===== src/rtl/regfile_operand_fetch.sv =====
// rtl/regfile_operand_fetch.sv - ARM64 register file with bypassed read and ID/EX operand latch
//
// Purpose: holds X0..X30 (X31 reads as zero), accepts writes from the
//   writeback stage, reads the two decode sources with a same-cycle WB->ID
//   bypass, and registers them into the ID/EX latch with stall/flush control.
// Ports:
//   clk, reset                        clock, asynchronous active-high reset
//   wb_RegWrite/wb_write_reg/_data    writeback write port
//   id_valid/id_rn/id_rm              decode slot and source indices
//   stall, flush                      ID/EX latch control (flush wins)
//   ex_valid/ex_rn/ex_rm              latched instruction valid and indices
//   ex_rn_data/ex_rm_data             latched operands
module regfile_operand_fetch #(
  parameter int WIDTH    = 64,
  parameter int NREGS    = 32,
  parameter int ZERO_REG = 31
) (
  input  logic             clk,
  input  logic             reset,
  input  logic             wb_RegWrite,
  input  logic [4:0]       wb_write_reg,
  input  logic [WIDTH-1:0] wb_write_data,
  input  logic             id_valid,
  input  logic [4:0]       id_rn,
  input  logic [4:0]       id_rm,
  input  logic             stall,
  input  logic             flush,
  output logic             ex_valid,
  output logic [4:0]       ex_rn,
  output logic [4:0]       ex_rm,
  output logic [WIDTH-1:0] ex_rn_data,
  output logic [WIDTH-1:0] ex_rm_data
);

  localparam logic [4:0] ZR = 5'(ZERO_REG);

  logic [WIDTH-1:0] regs [NREGS];
  logic [WIDTH-1:0] rd_rn;
  logic [WIDTH-1:0] rd_rm;
  logic             wr_en;
  logic             refresh_rn;
  logic             refresh_rm;

  // Writes to the zero register are dropped entirely.
  assign wr_en = wb_RegWrite && (wb_write_reg != ZR);

  // Read with bypass: a write landing this cycle is visible to decode now.
  always_comb begin
    rd_rn = regs[id_rn];
    rd_rm = regs[id_rm];
    if (id_rn == ZR)
      rd_rn = '0;
    else if (wb_RegWrite && wb_write_reg == id_rn)
      rd_rn = wb_write_data;
    if (id_rm == ZR)
      rd_rm = '0;
    else if (wb_RegWrite && wb_write_reg == id_rm)
      rd_rm = wb_write_data;
  end

  // While stalled, a held operand picks up a write to its own source so the
  // instruction does not leave with a stale value.
  assign refresh_rn = wr_en && (wb_write_reg == ex_rn);
  assign refresh_rm = wr_en && (wb_write_reg == ex_rm);

  always_ff @(posedge clk or posedge reset) begin
    if (reset) begin
      for (int i = 0; i < NREGS; i++)
        regs[i] <= '0;
    end else if (wr_en) begin
      regs[wb_write_reg] <= wb_write_data;
    end
  end

  always_ff @(posedge clk or posedge reset) begin
    if (reset) begin
      ex_valid   <= 1'b0;
      ex_rn      <= '0;
      ex_rm      <= '0;
      ex_rn_data <= '0;
      ex_rm_data <= '0;
    end else if (flush) begin
      ex_valid   <= 1'b0;
      ex_rn      <= '0;
      ex_rm      <= '0;
      ex_rn_data <= '0;
      ex_rm_data <= '0;
    end else if (stall) begin
      if (refresh_rn)
        ex_rn_data <= wb_write_data;
      if (refresh_rm)
        ex_rm_data <= wb_write_data;
    end else begin
      // Data is captured even for a bubble; downstream ignores it.
      ex_valid   <= id_valid;
      ex_rn      <= id_rn;
      ex_rm      <= id_rm;
      ex_rn_data <= rd_rn;
      ex_rm_data <= rd_rm;
    end
  end

endmodule


===== config.mk =====
export PLATFORM = sky130hd
export DESIGN_NAME = regfile_operand_fetch
export DESIGN_NICKNAME = d
export VERILOG_FILES = /design/src/rtl/regfile_operand_fetch.sv
export SDC_FILE = /design/constraint.sdc
export NUM_CORES = 2
export LEC_CHECK = 0
export BUFFER_PORTS_ARGS = -buffer_cell sky130_fd_sc_hd__buf_2
export CAP_MARGIN = 20
export CORE_ASPECT_RATIO = 0.7
export CORE_MARGIN = 5
export CORE_UTILIZATION = 55
export CTS_BUF_LIST = sky130_fd_sc_hd__clkbuf_4 sky130_fd_sc_hd__clkbuf_8 sky130_fd_sc_hd__clkbuf_16
export DETAILED_ROUTE_END_ITERATION = 12
export PLACE_DENSITY = 0.8
export SLEW_MARGIN = 20
export SYNTH_ARGS = -nofsm -noshare
export SYNTH_HDL_FRONTEND = slang
export SYNTH_SLANG_ARGS = --single-unit

===== constraint.sdc =====
create_clock -name clk -period 101.4 [get_ports clk]
set_input_delay 0 -clock clk [delete_from_list [all_inputs] [get_ports clk]]
set_output_delay 0 -clock clk [all_outputs]
set_load 0.02 [all_outputs]

Word-level counts from Yosys, hierarchy flattened
Cells that the tools add are included.

operators by class
  order comparisons = 4
  eq/ne operators = 10
  muxes and demuxes = 25
  bitwise gates (word level) = 3
  reductions and logical operators = 6

operators by type and width
  cell                  count
  $bwmux W2048          1
  $mux W64              15
  $bmux W64 S5          2
  $demux W64 S5         1
  $eq A5 B5 Y1          4
  $mux W5               4
  $ge A6 B6 Y1 const B  3
  $not A5 Y6            3
  $eq A5 B5 Y1 const B  2
  $logic_and A1 B1 Y1   6
  $lt A6 B1 Y1 const B  1
  $ne A3 B1 Y1 const B  2
  $ne A5 B5 Y1 const B  1
  $mux W1               2
  $ne A2 B1 Y1 const B  1

word-level totals
  register bits after elaboration = 2,187
  bits of input ports = 85
  word-level logic and storage cells = 85

Depth between registers and ports, before layout
  word-level depth = 8
  mapped depth = 11
  mapped depth without buffers = 5

Least setup slack after synthesis
OpenSTA, ideal clock, no wires.

  path kind = input -> register
  from = in id_rn[1]
  to = reg ex_rn_data[63]
  setup time = 138 ps
  arrival = 1,920 ps
  data required time = 101,262 ps
  path slack = 99,342 ps
  stages on the path = 7
  path through = buf_2 buf_2 clkbuf_1 mux4_2 mux4_2 o221ai_1 o22ai_1

on the way
  word-level cells in the longest chain between the ends = 8
  elaborated cells between the ends (all ways) = 11

RTL lines
  what                                          line  source
  from (decl)                                   24    input logic [4:0] id_rn,
  $not A5 Y6 (not written as such)              49    rd_rn = regs[id_rn];
  $bmux W64 S5                                  49
  $mux W64 (not written as such) (2 in series)  49
  $mux W64                                      53    else if (wb_RegWrite && wb_write_reg == id_rn)
  $mux W64 (*)                                  51    if (id_rn == ZR)
  $mux W64 (*)                                  88    end else if (stall) begin
  $mux W64 (*)                                  82    end else if (flush) begin
  to (signal assigned)                          90    ex_rn_data <= wb_write_data;
  to (signal assigned)                          98    ex_rn_data <= rd_rn;
  to (decl)                                     31    output logic [WIDTH-1:0] ex_rn_data,

Every way passes the cells marked *; elsewhere a longest branch is shown, timed or not. The select of a mux whose other input is x is not followed.
A chain may end at the register's enable or synchronous reset.

==> impl_metrics.ini <==
[outcome]
status = complete, no violations

[logic_synthesis]
synth_top_area_share_pct = 48.05
synth_seq_cells = 2187
synthAdderAreaFrac_pct = 0
synthCells = 7224
synth_mux_area_share_pct = 43.74
avgSynthCellArea_um2 = 15.77
synth_compound_area_share_pct = 3.410
synth_xor_area_share_pct = 0.1384
syn_area_um2 = 113900
ys_top_cells_by_count = dfrtp_1 (2187), mux2_2 (1520), mux4_2 (1121), mux2_1 (512), clkbuf_1 (498)
synth_cell_types = 48
ys_warn_count = 0
synth-simple-area-share_pct = 1.043
yosys-top-cells-area = dfrtp_1 (48%), mux4_2 (22%), mux2_2 (15%), mux2_1 (5.1%), clkbuf_1 (1.6%)
synth_ff_type = dfrtp_1
ys_seq_area_share_pct = 48.05
synth_top_family_by_area = multiplexers
synth.most_common_cell = dfrtp_1
mappedNetlistNets = 7309
synth-edff-count = 0
ys_async_sr_fraction_pct = 100.0
synth_largest_area_cell = dfrtp_1

[cells_and_area]
fin_nets = 7151
final_cell_count_no_fill = 10017
nFillCells = 14438
layout.cell_area.non_filler_um2 = 125000
areaGrowthSynthToFinish_pct = 9.755
regArea_um2 = 54730
drive_gt1_share_pct = 48.15
multiInputGateArea_um2 = 55500

[floorplanning]
die_h_um = 390.7
start_util_pct = 55.40
die-area_um2 = 216400
core-area_um2 = 205600
die_w_um = 553.9
ioPinCount = 224
rows = 139

[power]
power.leakage_nw = 54.29
switching_power_mw = 0.6794
power_frac_comb_pct = 19.6
internal-power_mw = 1.824
p_clk_share_pct = 34.2
p_seq_share_pct = 46.3
switching_share_pct = 27.14
power-per-cell-area_nw_per_um2 = 20.02
vdd_drop_max_uv = 14.87

[timing]
max_slew_margin_pct = 19.67
min_period_over_period_pct = 4.538
skew_ps = 29.72
final.min_clock_period_ps = 4602
fin_ws_ps = 96800
drv_slew = 0
worstMarginPinSlew_ps = 1205
setup_viol = 0
rsz0062_at_grt = false
fmax_mhz = 217.3
finalHoldViolCount = 0
fin_tns_setup_ps = 0

[setup_path]
crit_path_cell_trace = dlygate4sd3_1, buf_2, dlygate4sd3_1, inv_8, buf_4, buf_4, buf_4, buf_4
slowest_delay_ps = 900
cp_common_cell = buf_4
worstPathArrival_ps = 5430
cp-start-kind = input port
cp_data_required_time_ps = 102230
path_max_fanout = 111
endpoint_kind = async pin
critPathKind = in2async
crit_slowest_cell = buf_4

[detailed_routing]
firstDrtPassIters = 6
route.detailed.drc = 0
vias_per_cell = 7.425
via_count = 74381
drt-initial-drc-count = 9615
detail_route.wl_per_cell_um = 36.32
routed_wirelength_mm = 363.8
ant_nets = 0

[clock_network]
cts_root_buf = clkbuf_16
cts-buffers-inserted = 212
cts_setup_buffers = 0
insertion_delay_ps = 870
cts_max_path_buffers = 3
cts_tree = built
htree_levels = 4
holdBufCountCts = 81
cts_resized = 0
path_clk_slew_ps = 70
numClockSinks = 2187

[grt]
grt_pass1_vias = 76362
overflow = 0
antenna_found_initial = 17
grt_pass1_wl_mm = 534.6
grt_max_degree = 172
track_usage_pct = 33.53

[place]
io_buffers = 223
dpl_cell_area_um2 = 116500
gp_congestion = 0.8414
dpl.hpwl_mm = 202.9
post-place-ws_ps = 95860
placed_cells = 9520

[run]
drv_cap = 0

[worst_hold_path]
hold_path.class = in2reg
[per-layer routing]
layer / global-route usage [%] / part of all wire, %
met1: 44.38 / 37
met4: 18.51 / 6.5
met5: 0 / 0.11
met2: 49.69 / 45
met3: 10.71 / 12
[cells by family (layout without fill, tap and decap cells)]
| kind of cell | count (synthesis) | count (layout) |
|---|---|---|
| AO/OA/AOI/OAI | 496 | 496 |
| other | 0 | 18 |
| XOR/XNOR | 18 | 18 |
| AND/OR/NAND/NOR | 276 | 276 |
| flip-flops | 2187 | 2187 |
| multiplexers | 3322 | 3322 |
| buffers and inverters | 925 | 951 |
[power groups by stage]
| stage | sequential (mW) | combinational, mW | clock [mW] |
|---|---|---|---|
| 3_5_place_dp | 1.16 | 0.480 | 0 |
| 3_3_place_gp | 1.15 | 0.463 | 0 |
| 2_1_floorplan | 1.13 | 0.381 | 0 |
| 4_1_cts | 1.15 | 0.486 | 0.859 |
| 5_1_grt | 1.17 | 0.521 | 0.894 |
| 6_report | 1.16 | 0.490 | 0.856 |
[layout make-up]
type                    count  share of cell area [%]
diodes                     18                 0.03603
clock buffers             309                   5.205
clock inverters            89                  0.8618
inverters                  84                  0.2582
multi-input cells        4112                   44.40
flip-flops and latches   2187                   43.78
well taps                2749                   2.752
repair buffers            469                   2.712
[metrics by stage]
stage / utilization [%] / hold slack [ps] / power [mW]
2_1_floorplan: - / 66.41 / 1.515
3_3_place_gp: 56.68 / 197.4 / 1.609
5_1_grt: 60.79 / 121.5 / 2.587
4_1_cts: 60.77 / 33.75 / 2.495
3_5_place_dp: 56.69 / 209.5 / 1.643
6_report: 60.81 / 127.4 / 2.503
[worst paths after layout]
kind	from	endpoint	slack (ps)	cells after the start
setup / recovery	reset	regs[1013]	96800	8
hold / removal	flush	ex_rm[4]	130	3
setup reg to reg	ex_rm[3]	ex_rm_data[34]	97920	7
hold reg to reg	regs[4]	regs[4]	390	0
max in group clk	id_rn[0]	ex_rn_data[32]	96880	10
min in group asynchronous	reset	ex_rm[3]	470	4
[cells in the final DEF, fill, tap and decap left out, types with 104 or more instances in the layout]
master / netlist / layout
a22oi_1: 128 / 128
o22ai_1: 104 / 104
clkbuf_16: 0 / 219
dfrtp_1: 2187 / 2187
mux2_2: 1520 / 1520
mux4_2: 1121 / 1121
nand2_1: 129 / 117
buf_4: 29 / 149
mux2_1: 512 / 512
mux2i_1: 169 / 169
buf_2: 255 / 215
[flip-flops by register name, indices dropped and copies added (netlist names)]
signal      flops
ex_rm           5
ex_rn           5
ex_rn_data     64
regs         2048
ex_valid        1
ex_rm_data     64
[critical path: cells and delay by family]
family | cells | cell delay [ps]
buf+inv | 8 | 5210
Power figures use the tool's default switching activity.
